`config.mk`:
```
export PLATFORM = sky130hd
export DESIGN_NAME = mem_store_unit_flat
export DESIGN_NICKNAME = d
export VERILOG_FILES = /design/src/rtl/mem_store_unit_if.sv /design/src/rtl/mem_store_unit.sv /design/src/flat_wrapper.sv
export SDC_FILE = /design/constraint.sdc
export NUM_CORES = 1
export LEC_CHECK = 0
export CORE_ASPECT_RATIO = 1.2
export CORE_UTILIZATION = 28
export DETAILED_ROUTE_END_ITERATION = 16
export GPL_TIMING_DRIVEN = 1
export PLACE_DENSITY = 0.76
export SLEW_MARGIN = 5
export SYNTH_ARGS = -nofsm -noshare
export SYNTH_HDL_FRONTEND = slang
export SYNTH_SLANG_ARGS = --single-unit
export TNS_END_PERCENT = 10
```
`constraint.sdc`:
```
create_clock -name clk -period 1.5 [get_ports clk]
set_input_delay 0.15 -clock clk [delete_from_list [all_inputs] [get_ports clk]]
set_output_delay 0.15 -clock clk [all_outputs]
set_load 0.005 [all_outputs]
```
`src/rtl/mem_store_unit_if.sv`:
```
// Store-path bus between the memory stage and the store unit: request, RAM write port,
// UART transmitter handshake and status outputs.
interface mem_store_unit_if;
  logic        st_valid;
  logic [2:0]  st_funct3;
  logic [31:0] st_addr;
  logic [31:0] st_data;
  logic        pc_bios;
  logic        stall;
  logic [3:0]  dmem_we;
  logic [3:0]  imem_we;
  logic [13:0] mem_addr;
  logic [31:0] mem_din;
  logic [7:0]  uart_tx_data;
  logic        uart_tx_valid;
  logic        uart_tx_ready;
  logic        cnt_rst;
  logic [7:0]  misalign_cnt;

  modport master (
    output st_valid, st_funct3, st_addr, st_data, pc_bios, uart_tx_ready,
    input  stall, dmem_we, imem_we, mem_addr, mem_din, uart_tx_data, uart_tx_valid,
           cnt_rst, misalign_cnt
  );

  modport slave (
    input  st_valid, st_funct3, st_addr, st_data, pc_bios, uart_tx_ready,
    output stall, dmem_we, imem_we, mem_addr, mem_din, uart_tx_data, uart_tx_valid,
           cnt_rst, misalign_cnt
  );
endinterface

```
`src/rtl/mem_store_unit.sv`:
```
// Store unit: decodes store region and width into RAM byte enables, buffers one UART byte,
// pulses counter reset and counts rejected misaligned stores.
module mem_store_unit (
  input logic              clk,
  input logic              rst,
  mem_store_unit_if.slave  bus
);
  localparam logic [2:0]  F3Sb     = 3'b000;
  localparam logic [2:0]  F3Sh     = 3'b001;
  localparam logic [2:0]  F3Sw     = 3'b010;
  localparam logic [31:0] UartAddr = 32'h8000_0008;
  localparam logic [31:0] CntAddr  = 32'h8000_0018;

  logic       tx_full_q, tx_full_d;
  logic [7:0] tx_byte_q, tx_byte_d;
  logic       cnt_rst_q, cnt_rst_d;
  logic [7:0] misalign_cnt_q, misalign_cnt_d;

  logic       is_uart, is_cnt, accept, legal, misaligned, write_ok;
  logic       region_dmem, region_imem;
  logic [3:0] lanes;

  always_comb begin
    is_uart     = (bus.st_addr == UartAddr);
    is_cnt      = (bus.st_addr == CntAddr);
    legal       = 1'b0;
    misaligned  = 1'b0;
    lanes       = 4'b0000;
    bus.mem_din = bus.st_data;
    case (bus.st_funct3)
      F3Sb: begin
        legal       = 1'b1;
        lanes       = 4'b0001 << bus.st_addr[1:0];
        bus.mem_din = {4{bus.st_data[7:0]}};
      end
      F3Sh: begin
        legal       = 1'b1;
        misaligned  = bus.st_addr[0];
        lanes       = bus.st_addr[1] ? 4'b1100 : 4'b0011;
        bus.mem_din = {2{bus.st_data[15:0]}};
      end
      F3Sw: begin
        legal      = 1'b1;
        misaligned = (bus.st_addr[1:0] != 2'b00);
        lanes      = 4'b1111;
      end
      default: ;
    endcase

    region_dmem = 1'b0;
    region_imem = 1'b0;
    case (bus.st_addr[31:28])
      4'b0001: region_dmem = 1'b1;
      4'b0010: region_imem = 1'b1;
      4'b0011: begin
        region_dmem = 1'b1;
        region_imem = 1'b1;
      end
      default: ;
    endcase

    // Stall depends only on the address so it never waits on alignment decode.
    bus.stall = ~rst & bus.st_valid & is_uart & tx_full_q & ~bus.uart_tx_ready;
    accept    = ~rst & bus.st_valid & ~bus.stall;
    write_ok  = accept & legal & ~misaligned;

    bus.dmem_we       = (write_ok & region_dmem) ? lanes : 4'b0000;
    bus.imem_we       = (write_ok & region_imem & bus.pc_bios) ? lanes : 4'b0000;
    bus.mem_addr      = bus.st_addr[15:2];
    bus.uart_tx_valid = tx_full_q & ~rst;
    bus.uart_tx_data  = tx_byte_q;
    bus.cnt_rst       = cnt_rst_q;
    bus.misalign_cnt  = misalign_cnt_q;

    // A load on a drain edge overwrites the draining byte and keeps the buffer full.
    tx_full_d = tx_full_q;
    tx_byte_d = tx_byte_q;
    if (write_ok && is_uart) begin
      tx_full_d = 1'b1;
      tx_byte_d = bus.st_data[7:0];
    end else if (tx_full_q && bus.uart_tx_ready) begin
      tx_full_d = 1'b0;
    end

    cnt_rst_d      = write_ok & is_cnt;
    misalign_cnt_d = misalign_cnt_q;
    if (accept && legal && misaligned && (misalign_cnt_q != 8'hFF)) begin
      misalign_cnt_d = misalign_cnt_q + 8'd1;
    end
  end

  always_ff @(posedge clk) begin
    if (rst) begin
      tx_full_q      <= 1'b0;
      tx_byte_q      <= 8'h00;
      cnt_rst_q      <= 1'b0;
      misalign_cnt_q <= 8'h00;
    end else begin
      tx_full_q      <= tx_full_d;
      tx_byte_q      <= tx_byte_d;
      cnt_rst_q      <= cnt_rst_d;
      misalign_cnt_q <= misalign_cnt_d;
    end
  end
endmodule

```
`src/flat_wrapper.sv`:
```
// flat-port wrapper written by rule: the top's interface ports become plain ports
module mem_store_unit_flat 
  (clk, rst, bus_st_valid, bus_st_funct3, bus_st_addr, bus_st_data, bus_pc_bios, bus_uart_tx_ready, bus_stall, bus_dmem_we, bus_imem_we, bus_mem_addr, bus_mem_din, bus_uart_tx_data, bus_uart_tx_valid, bus_cnt_rst, bus_misalign_cnt);
  mem_store_unit_if bus_i ();
  input logic clk;
  input logic rst;
  input wire logic [$bits(bus_i.st_valid)-1:0] bus_st_valid;
  input wire logic [$bits(bus_i.st_funct3)-1:0] bus_st_funct3;
  input wire logic [$bits(bus_i.st_addr)-1:0] bus_st_addr;
  input wire logic [$bits(bus_i.st_data)-1:0] bus_st_data;
  input wire logic [$bits(bus_i.pc_bios)-1:0] bus_pc_bios;
  input wire logic [$bits(bus_i.uart_tx_ready)-1:0] bus_uart_tx_ready;
  output wire logic [$bits(bus_i.stall)-1:0] bus_stall;
  output wire logic [$bits(bus_i.dmem_we)-1:0] bus_dmem_we;
  output wire logic [$bits(bus_i.imem_we)-1:0] bus_imem_we;
  output wire logic [$bits(bus_i.mem_addr)-1:0] bus_mem_addr;
  output wire logic [$bits(bus_i.mem_din)-1:0] bus_mem_din;
  output wire logic [$bits(bus_i.uart_tx_data)-1:0] bus_uart_tx_data;
  output wire logic [$bits(bus_i.uart_tx_valid)-1:0] bus_uart_tx_valid;
  output wire logic [$bits(bus_i.cnt_rst)-1:0] bus_cnt_rst;
  output wire logic [$bits(bus_i.misalign_cnt)-1:0] bus_misalign_cnt;
  assign bus_i.st_valid = bus_st_valid;
  assign bus_i.st_funct3 = bus_st_funct3;
  assign bus_i.st_addr = bus_st_addr;
  assign bus_i.st_data = bus_st_data;
  assign bus_i.pc_bios = bus_pc_bios;
  assign bus_i.uart_tx_ready = bus_uart_tx_ready;
  assign bus_stall = bus_i.stall;
  assign bus_dmem_we = bus_i.dmem_we;
  assign bus_imem_we = bus_i.imem_we;
  assign bus_mem_addr = bus_i.mem_addr;
  assign bus_mem_din = bus_i.mem_din;
  assign bus_uart_tx_data = bus_i.uart_tx_data;
  assign bus_uart_tx_valid = bus_i.uart_tx_valid;
  assign bus_cnt_rst = bus_i.cnt_rst;
  assign bus_misalign_cnt = bus_i.misalign_cnt;
  mem_store_unit u_core (.clk(clk), .rst(rst), .bus(bus_i));
endmodule
```
==> impl_metrics.yaml <==
critical_path:
  setup.reg_to_reg.worst_slack_ns: 0.07
  worstSetupEndpointType: "output port"
  worst_path_max_delay_cell: "sky130_fd_sc_hd__buf_4"
  crit_chain: "buf_6 -> buf_8 -> nand2_2 -> mux2_4 -> and3_4 -> nand4_1 -> buf_4 -> nor3b_2 -> buf_2"
  critPathKind: "in2out"
  worstPathMaxFanout: 6
  r2r_start: "u_core.bus.misalign_cnt[0]$_SDFFE_PP0P_"
  worst_setup_path_startpoint: "bus_st_funct3[0]"
  worst-endpoint-required_ns: 1.35
  reg2reg_to: "u_core.bus.misalign_cnt[6]$_SDFFE_PP0P_"
  crit_path_to: "bus_imem_we[2]"
  critical_path.startpoint_type: "input port"
  cp_num_cells: 9
  cp_data_arrival_time_ns: 1.40
  category_of_cells_accounting_for_the_largest_share_of_critical_path_delay: "buffers and inverters"
  worstPathBufferInverterCount: 4
  rr_worst_depth: 6
  slowest_delay_ns: 0.19
die:
  placementRows: 29
  ios: 145
  floorplan.die.height_um: 84
  fp.dieArea_mm2: 0.00591
  die_width_um: 70.3
  core_area_mm2: 0.00533
  starting_density_pct: 29.4
layout:
  ff_latch_area_um2: 360
  multi_input_comb_area_mm2: 0.00116
  drive_gt1_share_pct: 38.1
  total_inserted_antenna_cells: 0
  num-nets-final: 436
  flow.area_growth_from_synthesis_pct: 121
  n_fill_cell: 460
  leading_cell_type_in_the_layout_fill_and_taps_excluded: "sky130_fd_sc_hd__clkdlybuf4s50_1"
  instances_no_fill: 424
  mostFrequentLayoutCells: "74 x sky130_fd_sc_hd__clkdlybuf4s50_1, 42 x sky130_fd_sc_hd__buf_4, 25 x sky130_fd_sc_hd__dlygate4sd2_1"
routing:
  wire_per_inst_um: 14.7
  drtAntennaViolNets: 0
  routed_wirelength_um: 6250
  initialDrtViolationCount: 45
  drt_pass1_iterations: 4
  post-route-drc-count: 0
  detailroute.via_count: 2016
  via_per_inst: 4.75
outcome:
  outcome: "complete, but fails checks"
  failing_checks: "negative setup slack"
timing:
  slew-limit-headroom_pct: 76.7
  clock-skew-final_ns: 0.00123
  layout_worst_path_cycle_share_pct: 103
  timing.final.setup_violations: 3
  worst_slew_pin_slew_ns: 0.346
  rsz0062_at_grt: "yes"
  highest_clock_rate_mhz: 645
  period_minus_slack_ns: 1.55
  timing_hold_violations_final: 0
  fin_setup_tns_ns: -0.102
  final_critical_path_setup_slack_ns: -0.0507
  timing_max_transition_violations_final: 0
logic_synthesis:
  yosysSeqAreaShare_pct: 23.0
  synth_nets: 262
  ys_top_cells_by_area: "sky130_fd_sc_hd__dfxtp_1 23%, sky130_fd_sc_hd__mux2_2 11%, sky130_fd_sc_hd__mux2i_1 11%, sky130_fd_sc_hd__buf_4 11%, sky130_fd_sc_hd__nand2b_1 7.2%"
  postSynthAreaPerCell_um2: 8.30
  yosys.area.top_type_share_pct: 23.0
  synthCells: 189
  synth_warn: 0
  total_of_flip_flops_plus_latches_after_synthesis: 18
  mappedNetlistArea_mm2: 0.00157
  post-synth-top-area-cell: "sky130_fd_sc_hd__dfxtp_1"
  yosysUniqueCellTypes: 30
power:
  internal_power_mw: 1.12
  power.sequential.fraction_pct: 31.7
  power.ir.vdd_worst_v: 0.000296
  power.leakage_nw: 1.48
  p_comb_share_pct: 41.9
  power_density_mw_per_mm2: 435
  pwr-share-clk_pct: 26.4
  power_switching_uw: 393
  power.share.switching_pct: 26.0
global_routing:
  wire_length_of_the_first_global_routing_pass_um: 9650
  gr-total-overflow: 0
  antenna_found_initial: 0
  first_global_vias: 2105
  gr-usage-all-layers_pct: 20.2
  largest_net_degree_at_the_start_of_global_routing: 28
min_path:
  min-delay-path-class: "in2reg"
clocking:
  cts_sinks: 18
  clk_root_buffer_cell: "sky130_fd_sc_hd__clkbuf_8"
  tritoncts: "yes"
  clkSlewWorstSetupHoldPaths_ns: 0.07
  cts_max_path_buffers: 2
  ctsHoldBuffers: 0
  cts_inserted_buffers: 3
  clkLatencyLatePin_ns: 0.25
  clock_tree.htree_level_count: 1
place:
  buffer_ports.inserted: 144
  globalplace.congestion: 0.735
  hpwlAfterDp_um: 4390
  placed_cells_incl_taps: 401
run:
  timing.max_cap.violations: 0
## worst min path at each step
stage | start | to | cells past startpoint
global route | bus_st_data[0] | u_core.bus.uart_tx_data[0]$_SDFFE_PP0P_ | 4
finish | bus_st_data[0] | u_core.bus.uart_tx_data[0]$_SDFFE_PP0P_ | 4
floorplan | bus_st_data[5] | u_core.bus.uart_tx_data[5]$_SDFFE_PP0P_ | 2
CTS | bus_st_addr[0] | u_core.bus.cnt_rst$_SDFF_PP0_ | 5
global placement | u_core.bus.uart_tx_data[1]$_SDFFE_PP0P_ | u_core.bus.uart_tx_data[1]$_SDFFE_PP0P_ | 2
detailed placement | u_core.bus.uart_tx_data[5]$_SDFFE_PP0P_ | u_core.bus.uart_tx_data[5]$_SDFFE_PP0P_ | 2
## logic make-up (layout without fill, tap and decap cells)
group                    Yosys count  count (layout)  share of synthesized area [%]
adder cells (fa/ha/maj)            1               1                          0.797
AND/OR/NAND/NOR                   82              82                           29.5
AO/OA/AOI/OAI                     18              18                           6.94
flip-flops                        18              18                           23.0
multiplexers                      34              34                           23.3
XOR/XNOR                           6               6                           3.35
buffers and inverters             30             203                           13.2
## area by class of cell
type	instances	share of cell area, %
multi-input combinational	141	33.5
timing repair buffer	199	52.3
tap	62	2.24
clock buffer	4	1.59
sequential	18	10.4
## worst register-to-register path: stages, from the launching register on
cell,delay (ns)
sky130_fd_sc_hd__dfxtp_1,0.32
sky130_fd_sc_hd__ha_1,0.23
sky130_fd_sc_hd__nand3_1,0.14
sky130_fd_sc_hd__o211ai_4,0.13
sky130_fd_sc_hd__nor4_1,0.29
sky130_fd_sc_hd__xnor2_1,0.16
sky130_fd_sc_hd__nor2_1,0.05
## routing by layer
metal	vias to the layer above	wire length, um	global-route usage [%]
met5	-	0	0
met4	0	47	4.36
met3	4	412	4.59
met2	94	3620	41.6
met1	927	2170	19.5
li1	991	-	-
## stage by stage
step / utilization (%) / total power [mW] / setup WS [ns] / cell area (um^2) / hold slack, ns
after floorplan: - / 0.688 / 0.0268 / 1570 / 0.305
after global placement: 59.4 / 1.09 / -0.690 / 3170 / 0.458
after detailed placement: 59.4 / 1.10 / -0.819 / 3170 / 0.466
after CTS: 64.8 / 1.51 / -0.0447 / 3450 / 0.403
after global routing: 65.1 / 1.59 / -0.0878 / 3470 / 0.392
final: 65.1 / 1.51 / -0.0507 / 3470 / 0.367
## cell usage after synthesis (all sizes together)
master / n
mux2: 17
nand2: 4
o211ai: 1
nor2b: 5
a21oi: 11
and3: 1
nor3: 3
and4b: 2
ha: 1
o21ai: 4
clkbuf: 4
nand4: 4
nor4: 8
o21bai: 1
nand2b: 18
o21ba: 1
mux2i: 17
dfxtp: 18
nor4b: 3
nor3b: 3
buf: 26
xnor2: 6
nor2: 26
nand3: 5
## sequential cells by signal, summed over array words and instances (netlist names)
register and cells:
u_core.bus.misalign_cnt 8, u_core.bus.uart_tx_data 8, u_core.bus.cnt_rst 1, u_core.tx_full_q 1
## timing repair
| item | in CTS | in global routing |
|---|---|---|
| hold endpoints to repair | 0 | 0 |
| pin swaps | 21 | 15 |
| gates resized for setup | 154 | 56 |
| cloned | 2 | 0 |
| buffers inserted | 16 | 1 |
| setup endpoints to repair | 50 | 40 |
## power groups by stage
stage                     Combinational (mW)  Clock [mW]  Sequential [mW]
after floorplan                        0.198           0            0.490
after global placement                 0.598           0            0.490
after detailed placement               0.606           0            0.490
after CTS                              0.624       0.407            0.479
after global routing                   0.677       0.430            0.478
final                                  0.632       0.398            0.479
Note: power is estimated with default switching activity, not from simulation.
